## config.mk

```make
export PLATFORM = sky130hd
export DESIGN_NAME = dmem_ctrl_flat
export DESIGN_NICKNAME = d
export VERILOG_FILES = /design/src/rtl/cpu_params_pkg.sv /design/src/rtl/cpu_structs_pkg.sv /design/src/rtl/l1dc_if.sv /design/src/rtl/dmc_lane_align.sv /design/src/rtl/dmem_ctrl.sv /design/src/flat_wrapper.sv
export SDC_FILE = /design/constraint.sdc
export NUM_CORES = 1
export LEC_CHECK = 0
export ABC_AREA = 1
export BUFFER_PORTS_ARGS = -buffer_cell sky130_fd_sc_hd__buf_2
export CAP_MARGIN = 10
export CORE_MARGIN = 2
export CORE_UTILIZATION = 47
export CTS_CLUSTER_DIAMETER = 60
export DETAILED_ROUTE_END_ITERATION = 12
export PLACE_DENSITY_LB_ADDON = 0.3
export SYNTH_ARGS = -nofsm -noshare
export SYNTH_HDL_FRONTEND = slang
export SYNTH_SLANG_ARGS = --single-unit
```

## constraint.sdc

```tcl
create_clock -name clk_in -period 2.5 [get_ports clk_in]
set_input_delay 0.125 -clock clk_in [delete_from_list [all_inputs] [get_ports clk_in]]
set_output_delay 0.125 -clock clk_in [all_outputs]
set_load 0.05 [all_outputs]
```

## src/rtl/cpu_params_pkg.sv

```systemverilog
// cpu_params_pkg
//   Shared CPU-level parameters and state encodings.
//   - DMC_State            : data-memory controller FSM states
//   - DMC_TIMEOUT_DEFAULT  : default memory-cycle timeout (cycles)
//   - DMC_CNT_SZ_DEFAULT   : default width of the timeout counter
package cpu_params_pkg;

    typedef enum logic [1:0] {
        DMC_IDLE    = 2'd0,
        DMC_MEM_REQ = 2'd1,
        DMC_RESP    = 2'd2
    } DMC_State;

    localparam int DMC_TIMEOUT_DEFAULT = 255;
    localparam int DMC_CNT_SZ_DEFAULT  = 8;

endpackage

```

## src/rtl/cpu_structs_pkg.sv

```systemverilog
// cpu_structs_pkg
//   Shared CPU-level structures.
//   - l1dc_req_t : request from the Load/Store queue to the data-memory controller
//   - l1dc_ack_t : response returned to the Load/Store queue
//   - mem_rsp_t  : response from system memory (read data + bus error)
package cpu_structs_pkg;

    // size is a byte count; only 1, 2 and 4 are legal.
    typedef struct packed {
        logic        rd;
        logic        wr;
        logic [31:0] rw_addr;
        logic [31:0] wr_data;
        logic [2:0]  size;
        logic        zero_ext;
        logic        inv_flag;
    } l1dc_req_t;

    typedef struct packed {
        logic [31:0] rd_data;
        logic        fault;
    } l1dc_ack_t;

    typedef struct packed {
        logic [31:0] rdata;
        logic        err;
    } mem_rsp_t;

endpackage

```

## src/rtl/l1dc_if.sv

```systemverilog
// L1DC
//   Request/response link between the Load/Store queue (master) and the
//   data-memory controller (slave).
//   req/req_data : request strobe and fields (master -> slave)
//   ack/ack_data : one-cycle response strobe and fields (slave -> master)
interface L1DC;
    import cpu_structs_pkg::*;

    logic      req;
    l1dc_req_t req_data;
    logic      ack;
    l1dc_ack_t ack_data;

    modport master (output req, output req_data, input ack, input ack_data);
    modport slave  (input req, input req_data, output ack, output ack_data);

endinterface

```

## src/rtl/dmc_lane_align.sv

```systemverilog
// dmc_lane_align
//   Purely combinational lane handling for the data-memory controller.
//   Request side (classifies an incoming request):
//     rd, wr, addr_lo[1:0], size[2:0], wr_data[31:0]
//       -> be[3:0], wdata[31:0], illegal
//   Response side (formats read data of the registered request):
//     rsp_off[1:0], rsp_size[2:0], rsp_zext, rdata[31:0]
//       -> rdata_ext[31:0]
module dmc_lane_align (
    input  logic        rd,
    input  logic        wr,
    input  logic [1:0]  addr_lo,
    input  logic [2:0]  size,
    input  logic [31:0] wr_data,
    output logic [3:0]  be,
    output logic [31:0] wdata,
    output logic        illegal,
    input  logic [1:0]  rsp_off,
    input  logic [2:0]  rsp_size,
    input  logic        rsp_zext,
    input  logic [31:0] rdata,
    output logic [31:0] rdata_ext
);

    logic        misaligned;
    logic [31:0] shifted;

    always_comb begin
        misaligned = 1'b1;
        be         = 4'b0000;
        wdata      = wr_data;
        case (size)
            3'd1: begin
                misaligned = 1'b0;
                be         = 4'b0001 << addr_lo;
                wdata      = {4{wr_data[7:0]}};
            end
            3'd2: begin
                misaligned = addr_lo[0];
                be         = addr_lo[1] ? 4'b1100 : 4'b0011;
                wdata      = {2{wr_data[15:0]}};
            end
            3'd4: begin
                misaligned = |addr_lo;
                be         = 4'b1111;
            end
            default: misaligned = 1'b1;
        endcase
        // Exactly one of rd/wr must be set for a real access.
        illegal = misaligned | (rd == wr);
    end

    always_comb begin
        shifted = rdata >> {rsp_off, 3'b000};
        case (rsp_size)
            3'd1:    rdata_ext = rsp_zext ? {24'h0, shifted[7:0]}
                                          : {{24{shifted[7]}}, shifted[7:0]};
            3'd2:    rdata_ext = rsp_zext ? {16'h0, shifted[15:0]}
                                          : {{16{shifted[15]}}, shifted[15:0]};
            default: rdata_ext = shifted;
        endcase
    end

endmodule

```

## src/rtl/dmem_ctrl.sv

```systemverilog
// dmem_ctrl
//   Data-memory controller: accepts one Load/Store request at a time on
//   DC_bus, runs a single system-memory cycle with lane alignment, and
//   returns a one-cycle ack with read data / fault.
//   Ports:
//     clk_in, reset_in (sync, active high)
//     DC_bus           : L1DC slave (req/req_data in, ack/ack_data out)
//     mem_req, mem_we, mem_addr, mem_be, mem_wdata : memory request (registered)
//     mem_ack, mem_rdata, mem_err                  : memory response
//   Illegal and invalidate requests are answered without a memory cycle.
//   A memory cycle that sees no mem_ack for DMC_TIMEOUT cycles ends in a fault.
module dmem_ctrl
    import cpu_params_pkg::*;
    import cpu_structs_pkg::*;
#(
    parameter int DMC_TIMEOUT = DMC_TIMEOUT_DEFAULT,
    parameter int DMC_CNT_SZ  = DMC_CNT_SZ_DEFAULT
) (
    input  logic        clk_in,
    input  logic        reset_in,
    L1DC.slave          DC_bus,
    output logic        mem_req,
    output logic        mem_we,
    output logic [31:0] mem_addr,
    output logic [3:0]  mem_be,
    output logic [31:0] mem_wdata,
    input  logic        mem_ack,
    input  logic [31:0] mem_rdata,
    input  logic        mem_err
);

    // Count value in the last permitted MEM_REQ cycle; without mem_ack in
    // that cycle the count reaches DMC_TIMEOUT and the access faults.
    localparam logic [DMC_CNT_SZ-1:0] CNT_LAST = DMC_CNT_SZ'(DMC_TIMEOUT - 1);

    DMC_State              state;
    logic [DMC_CNT_SZ-1:0] cnt;

    logic                  rq_rd;
    logic [1:0]            rq_off;
    logic [2:0]            rq_size;
    logic                  rq_zext;

    logic                  ack;
    l1dc_ack_t             ack_data;

    mem_rsp_t              rsp;
    logic [3:0]            be;
    logic [31:0]           wdata;
    logic                  illegal;
    logic [31:0]           rdata_ext;

    assign rsp = '{rdata: mem_rdata, err: mem_err};

    dmc_lane_align u_lane_align (
        .rd        (DC_bus.req_data.rd),
        .wr        (DC_bus.req_data.wr),
        .addr_lo   (DC_bus.req_data.rw_addr[1:0]),
        .size      (DC_bus.req_data.size),
        .wr_data   (DC_bus.req_data.wr_data),
        .be        (be),
        .wdata     (wdata),
        .illegal   (illegal),
        .rsp_off   (rq_off),
        .rsp_size  (rq_size),
        .rsp_zext  (rq_zext),
        .rdata     (rsp.rdata),
        .rdata_ext (rdata_ext)
    );

    always_ff @(posedge clk_in) begin
        if (reset_in) begin
            state     <= DMC_IDLE;
            cnt       <= '0;
            rq_rd     <= 1'b0;
            rq_off    <= 2'b00;
            rq_size   <= 3'd0;
            rq_zext   <= 1'b0;
            mem_req   <= 1'b0;
            mem_we    <= 1'b0;
            mem_addr  <= 32'h0;
            mem_be    <= 4'h0;
            mem_wdata <= 32'h0;
            ack       <= 1'b0;
            ack_data  <= '0;
        end else begin
            ack <= 1'b0;
            case (state)
                DMC_IDLE: begin
                    if (DC_bus.req) begin
                        rq_rd     <= DC_bus.req_data.rd;
                        rq_off    <= DC_bus.req_data.rw_addr[1:0];
                        rq_size   <= DC_bus.req_data.size;
                        rq_zext   <= DC_bus.req_data.zero_ext;
                        mem_we    <= DC_bus.req_data.wr;
                        mem_addr  <= {DC_bus.req_data.rw_addr[31:2], 2'b00};
                        mem_be    <= be;
                        mem_wdata <= wdata;
                        // Invalidate is answered directly, even if the
                        // accompanying access fields would be illegal.
                        if (DC_bus.req_data.inv_flag) begin
                            ack      <= 1'b1;
                            ack_data <= '{rd_data: 32'h0, fault: 1'b0};
                            state    <= DMC_RESP;
                        end else if (illegal) begin
                            ack      <= 1'b1;
                            ack_data <= '{rd_data: 32'h0, fault: 1'b1};
                            state    <= DMC_RESP;
                        end else begin
                            mem_req <= 1'b1;
                            cnt     <= '0;
                            state   <= DMC_MEM_REQ;
                        end
                    end
                end
                DMC_MEM_REQ: begin
                    // mem_ack is checked first so it wins over a timeout in
                    // the same cycle.
                    if (mem_ack) begin
                        mem_req  <= 1'b0;
                        ack      <= 1'b1;
                        ack_data <= '{rd_data: (rq_rd ? rdata_ext : 32'h0),
                                      fault:   rsp.err};
                        state    <= DMC_RESP;
                    end else if (cnt == CNT_LAST) begin
                        mem_req  <= 1'b0;
                        cnt      <= cnt + 1'b1;
                        ack      <= 1'b1;
                        ack_data <= '{rd_data: 32'h0, fault: 1'b1};
                        state    <= DMC_RESP;
                    end else begin
                        cnt <= cnt + 1'b1;
                    end
                end
                DMC_RESP: begin
                    state <= DMC_IDLE;
                end
                default: begin
                    state <= DMC_IDLE;
                end
            endcase
        end
    end

    assign DC_bus.ack      = ack;
    assign DC_bus.ack_data = ack_data;

endmodule

```

## src/flat_wrapper.sv

```systemverilog
// flat-port wrapper written by rule: the top's interface ports become plain ports
module dmem_ctrl_flat import cpu_params_pkg::*; import cpu_structs_pkg::*;
#(
    parameter int DMC_TIMEOUT = DMC_TIMEOUT_DEFAULT,
    parameter int DMC_CNT_SZ  = DMC_CNT_SZ_DEFAULT
)
  (clk_in, reset_in, mem_req, mem_we, mem_addr, mem_be, mem_wdata, mem_ack, mem_rdata, mem_err, DC_bus_req, DC_bus_req_data, DC_bus_ack, DC_bus_ack_data);
  L1DC DC_bus_i ();
  input  logic clk_in;
  input  logic reset_in;
  output logic mem_req;
  output logic mem_we;
  output logic [31:0] mem_addr;
  output logic [3:0] mem_be;
  output logic [31:0] mem_wdata;
  input  logic mem_ack;
  input  logic [31:0] mem_rdata;
  input  logic mem_err;
  input wire logic [$bits(DC_bus_i.req)-1:0] DC_bus_req;
  input wire logic [$bits(DC_bus_i.req_data)-1:0] DC_bus_req_data;
  output wire logic [$bits(DC_bus_i.ack)-1:0] DC_bus_ack;
  output wire logic [$bits(DC_bus_i.ack_data)-1:0] DC_bus_ack_data;
  assign DC_bus_i.req = DC_bus_req;
  assign DC_bus_i.req_data = DC_bus_req_data;
  assign DC_bus_ack = DC_bus_i.ack;
  assign DC_bus_ack_data = DC_bus_i.ack_data;
  dmem_ctrl #(.DMC_TIMEOUT(DMC_TIMEOUT), .DMC_CNT_SZ(DMC_CNT_SZ)) u_core (.clk_in(clk_in), .reset_in(reset_in), .DC_bus(DC_bus_i), .mem_req(mem_req), .mem_we(mem_we), .mem_addr(mem_addr), .mem_be(mem_be), .mem_wdata(mem_wdata), .mem_ack(mem_ack), .mem_rdata(mem_rdata), .mem_err(mem_err));
endmodule
```

==> results <==
- Data on the critical path is required at its endpoint by around 2800 ps.
- Summing all multi-input logic gate instances after layout gives 0.00295 mm^2.
- The final weighted congestion in routability-driven placement is 0.895.
- For this design the total switching power over the nets is ~2.2 mW.
- Among all flip-flop cells after synthesis, the most frequent one is dfxtp_1.
- The number of buffers created by CTS is 17.
- The switching share of total power is 0.331.
- Setup repair after global routing left no endpoint under its margin.
- Of the post-synthesis cell area, the dominant cell type holds 0.405.
- The layout cell share with drive strength beyond 1 is 0.240.
- The largest fanout of any net on the critical path is 30.
- For this block, the initial DRC count from the detailed router was between 500 and 600.
- The most frequent cell on the critical path is nor2_1.
- The first global-routing pass estimated 29600 um of wire.
- The routed design could run at a clock period as short as ~2100 ps.
- The routed layout has between 6000 and 7000 vias.
- Row generation in the floorplan step produced 40 rows.
- The TritonCTS clock tree is done.
- By startpoint and endpoint, the worst setup path is classified as in -> reg.
- The final count of negative-setup-slack endpoints is 0.
- The slowest stage of the critical path is the dlygate4sd3_1 cell.
- The largest family of logic cells by synthesized area is simple AND/OR/NAND/NOR gates.
- The quantity of gates resized following cts is 0.
- The met2 layer wire length in the routed design is 8930 um.
- The power share of the clock group is 0.419.
- The sequential cell area fraction in the yosys report is 0.405.
- The worst setup margin is between 400 and 500 ps.
- The count of buffers from port buffering is about 210.
- For this run, the slowest stage of the critical path takes approximately 520 ps.
- The pre-antenna-repair detailed-routing pass consisted of 6 iterations.
- At the pin with the least slew margin, the transition time is roughly 720 ps.
- The max-capacitance violation count is 0.
- The signal on the critical path passes through dlygate4sd3_1 -> buf_2 -> inv_1 -> nand2_1 -> nand3_1 -> nor2_1 -> nand3_1 -> nand2_2 -> nand2_2 -> nor2_1 -> nor2_1.
- The number of antenna violations at the first check in global routing is 2.
- Synthesis produced a netlist whose cell count is between 800 and 900.
- For this block, the routed nets add up to roughly 18000 um of wire.
- The cell at the root of the clock tree is clkbuf_16.
- The number of global-route vias before repair was 6380.
- Across every metal layer, demand over resource in global routing totals 0.279.
- The signal arrival time at the worst endpoint is 2350 ps.
- Entering global routing, the biggest net connects between 90 and 100 pins.
- The average instance area after synthesis is 6.56 um^2.
- In the final routed layout, each cell accounts on average for 14.1 um.
- The sequential cell fraction of total power is 0.325.
- The die covers roughly 0.013 mm^2.
- The boundary pin count is between 200 and 250.
- The maximum buffer depth of the clock tree is 2.
- The path class of the tightest hold or removal check is in -> reg.
- The die is between 100 and 150 um wide.
- The total number of H-tree levels is 4.
- The share of the synthesized area in compound gates (AO/OA/AOI/OAI) is 0.147.
- The maximum frequency from static timing analysis is between 400 and 500 MHz.
- For this run, the number of Yosys warnings is 0.
- The initial core utilization is 0.486.
- Dividing total power by cell area gives a power density of between 800 and 900 mW/mm^2.
- The final worst-path cycle share is 0.821.
- The area taken by flip-flops and latches is ~0.0024 mm^2.
- The count of endpoints failing hold in the final timing report is 0.
- Summing internal, switching and leakage power gives ~6.7 mW.
- Leaving out fill and tap cells, the most frequent cell in the layout is buf_2.
- The fill cell instance count of the final layout is about 1100.
- The number of sinks on the clock net is 119.
- In this run, placement finished with an instance count of about 1200.
- The number of different library cells used by synthesis comes to 32.
- The wire length the detailed router placed on met1 is 7380 um.
- Detailed placement ended at an HPWL of about 12000 um.
- The top cell types in the final layout, fill and taps aside, are buf_2 (209), nor2_1 (193), nand2_1 (191).
- The sum of negative setup slack is 0 ps.
- The proportion of synthesized area in mux cells is 0.
- The post-placement setup slack is 558 ps.
- The detail route stage leaves a number of antenna-violating nets equal to 0.
- Summed over all cells, the static leakage comes to ~4.2 nW.
- The share of power burned in combinational logic is 0.256.
- Internal power comes to 4.47 mW.
- The DRC violations left is 0.
- The worst IR drop on VDD is approximately 0.69 mV.
- The clock transition time at the flip-flop clock pins of the worst setup and hold paths is around 60 ps.
- The async set or reset register ratio after synthesis is 0.
- The area added between synthesis and finish is 37.8%.
- For this run, the post-layout net count is 1239.
- Of the total synthesized cell area, the portion taken by AND, OR, NAND and NOR gates is 0.344.
- The area of all placed cells without fillers is 0.00811 mm^2.
- In the routed layout, each cell is associated on average with a via count of a little over 5.
- The final count of pins violating max slew is 0.
- The aggregate global routing overflow is 0.
- The number of setup buffers added after CTS is 0.
- Once layout is complete, the utilization of the core stands at 0.670.
- The insertion delay of the later-clocked pin in the worst-skew pair is ~410 ps.
- The biggest area consumer among synthesized cells is dfxtp_1.
- The flow ran to the end, and the final reports show no timing, DRC or antenna violations.
- The placeable core region is 0.0121 mm^2.
- The number of enable-type register cells in the synthesized netlist is 0.
- The worst hold slack after final layout is 5.01 ps.
- The post-synthesis share of cell area spent on full adders, half adders and majority gates is 0.00425.
- Ranked by total cell area, the synthesized netlist is headed by dfxtp_1 (40%), nor2_1 (12%), nand2_1 (12%).
- The worst pin sits at a relative slew slack of 0.519.
- The post-synthesis share of cell area spent on xor and xnor gates is 0.00446.
- The cell area after placement is roughly 0.0070 mm^2.
- The worst setup path is captured at a flop.
- The final worst clock skew is between 5 and 6 ps.
- The worst setup path is launched from an input pin.
- The cell area after synthesis is 0.00589 mm^2.
- The uppermost layer routed is met5.
- The count of placed standard cells in the final layout, fillers left out is 1311.
- The detailed-routed wire length on met3 is around 1500 um.
- The flip-flop and latch count after synthesis is 119.
- The floorplan step set the die height to about 120 um.
==> cell usage after synthesis, types with 7 or more instances <==
| library cell | number |
|---|---|
| dfxtp_1 | 119 |
| nand2_1 | 191 |
| o21ai_0 | 93 |
| nand3b_1 | 19 |
| nand3_1 | 54 |
| clkbuf_1 | 22 |
| o211ai_1 | 8 |
| a21oi_1 | 40 |
| nand2_2 | 12 |
| nor3_1 | 7 |
| buf_2 | 18 |
| inv_1 | 67 |
| nor2_1 | 193 |
| a211oi_1 | 8 |
==> kinds of logic (layout without fill, tap and decap cells) <==
| logic type | after synthesis | in the layout |
|---|---|---|
| other cells | 1 | 3 |
| compound gates | 161 | 161 |
| flops | 119 | 119 |
| fa+ha+maj | 2 | 2 |
| simple gates | 483 | 483 |
| buf+inv | 129 | 372 |
| xor+xnor | 3 | 3 |
==> final cells by class <==
| cell class | count | area share |
|---|---|---|
| clock buffer | 20 | 0.0563 |
| clock inverter | 12 | 0.0274 |
| inverter | 74 | 0.0342 |
| multi-input combinational | 651 | 0.363 |
| antenna | 1 | 0.000308 |
| timing repair buffer | 266 | 0.199 |
| tap | 168 | 0.0259 |
| sequential | 119 | 0.294 |
==> power groups by stage <==
stage	Combinational [mW]	Sequential [mW]	Clock (mW)
2_1_floorplan	0.664	2.78	0
5_1_grt	1.86	2.20	2.92
4_1_cts	1.69	2.17	2.83
3_3_place_gp	1.61	2.21	0
6_report	1.71	2.18	2.80
3_5_place_dp	1.62	2.21	0
==> repair_timing <==
action,in CTS,in global routing
hold buffers,47,0
hold endpoints to repair,47,0
setup endpoints to repair,0,0
==> metal layers <==
layer | global-route usage | vias to the layer above
li1 | - | 3322
met1 | 0.324 | 2968
met2 | 0.477 | 330
met3 | 0.0764 | 59
met4 | 0.134 | 2
met5 | 0 | -
==> path summary, 6_finish.rpt <==
| check | from | to | slack, ps | cells after the start |
|---|---|---|---|---|
| setup / recovery | DC_bus_req_data[70] | u_core.DC_bus.ack_data[8] | 450 | 11 |
| hold / removal | DC_bus_req_data[16] | u_core.mem_wdata[11] | 5 | 3 |
| setup reg to reg | u_core.cnt[0] | u_core.DC_bus.ack_data[17] | 540 | 9 |
| hold reg to reg | u_core.mem_req | u_core.mem_req | 460 | 2 |
==> state kept, by name, indices dropped and copies added, names as in the netlist, 2 cells and up <==
signal and cells:
u_core.DC_bus.ack_data 33, u_core.mem_wdata 32, u_core.mem_addr 30, u_core.rq_off 2
u_core.rq_size 3, u_core.state 2, u_core.mem_be 4, u_core.cnt 8
==> worst max-delay path: cells and delay by family <==
kind	cells	cell delay [ps]
simple gates	8	1520
buf+inv	3	690
Note: power is estimated with default switching activity, not from simulation.
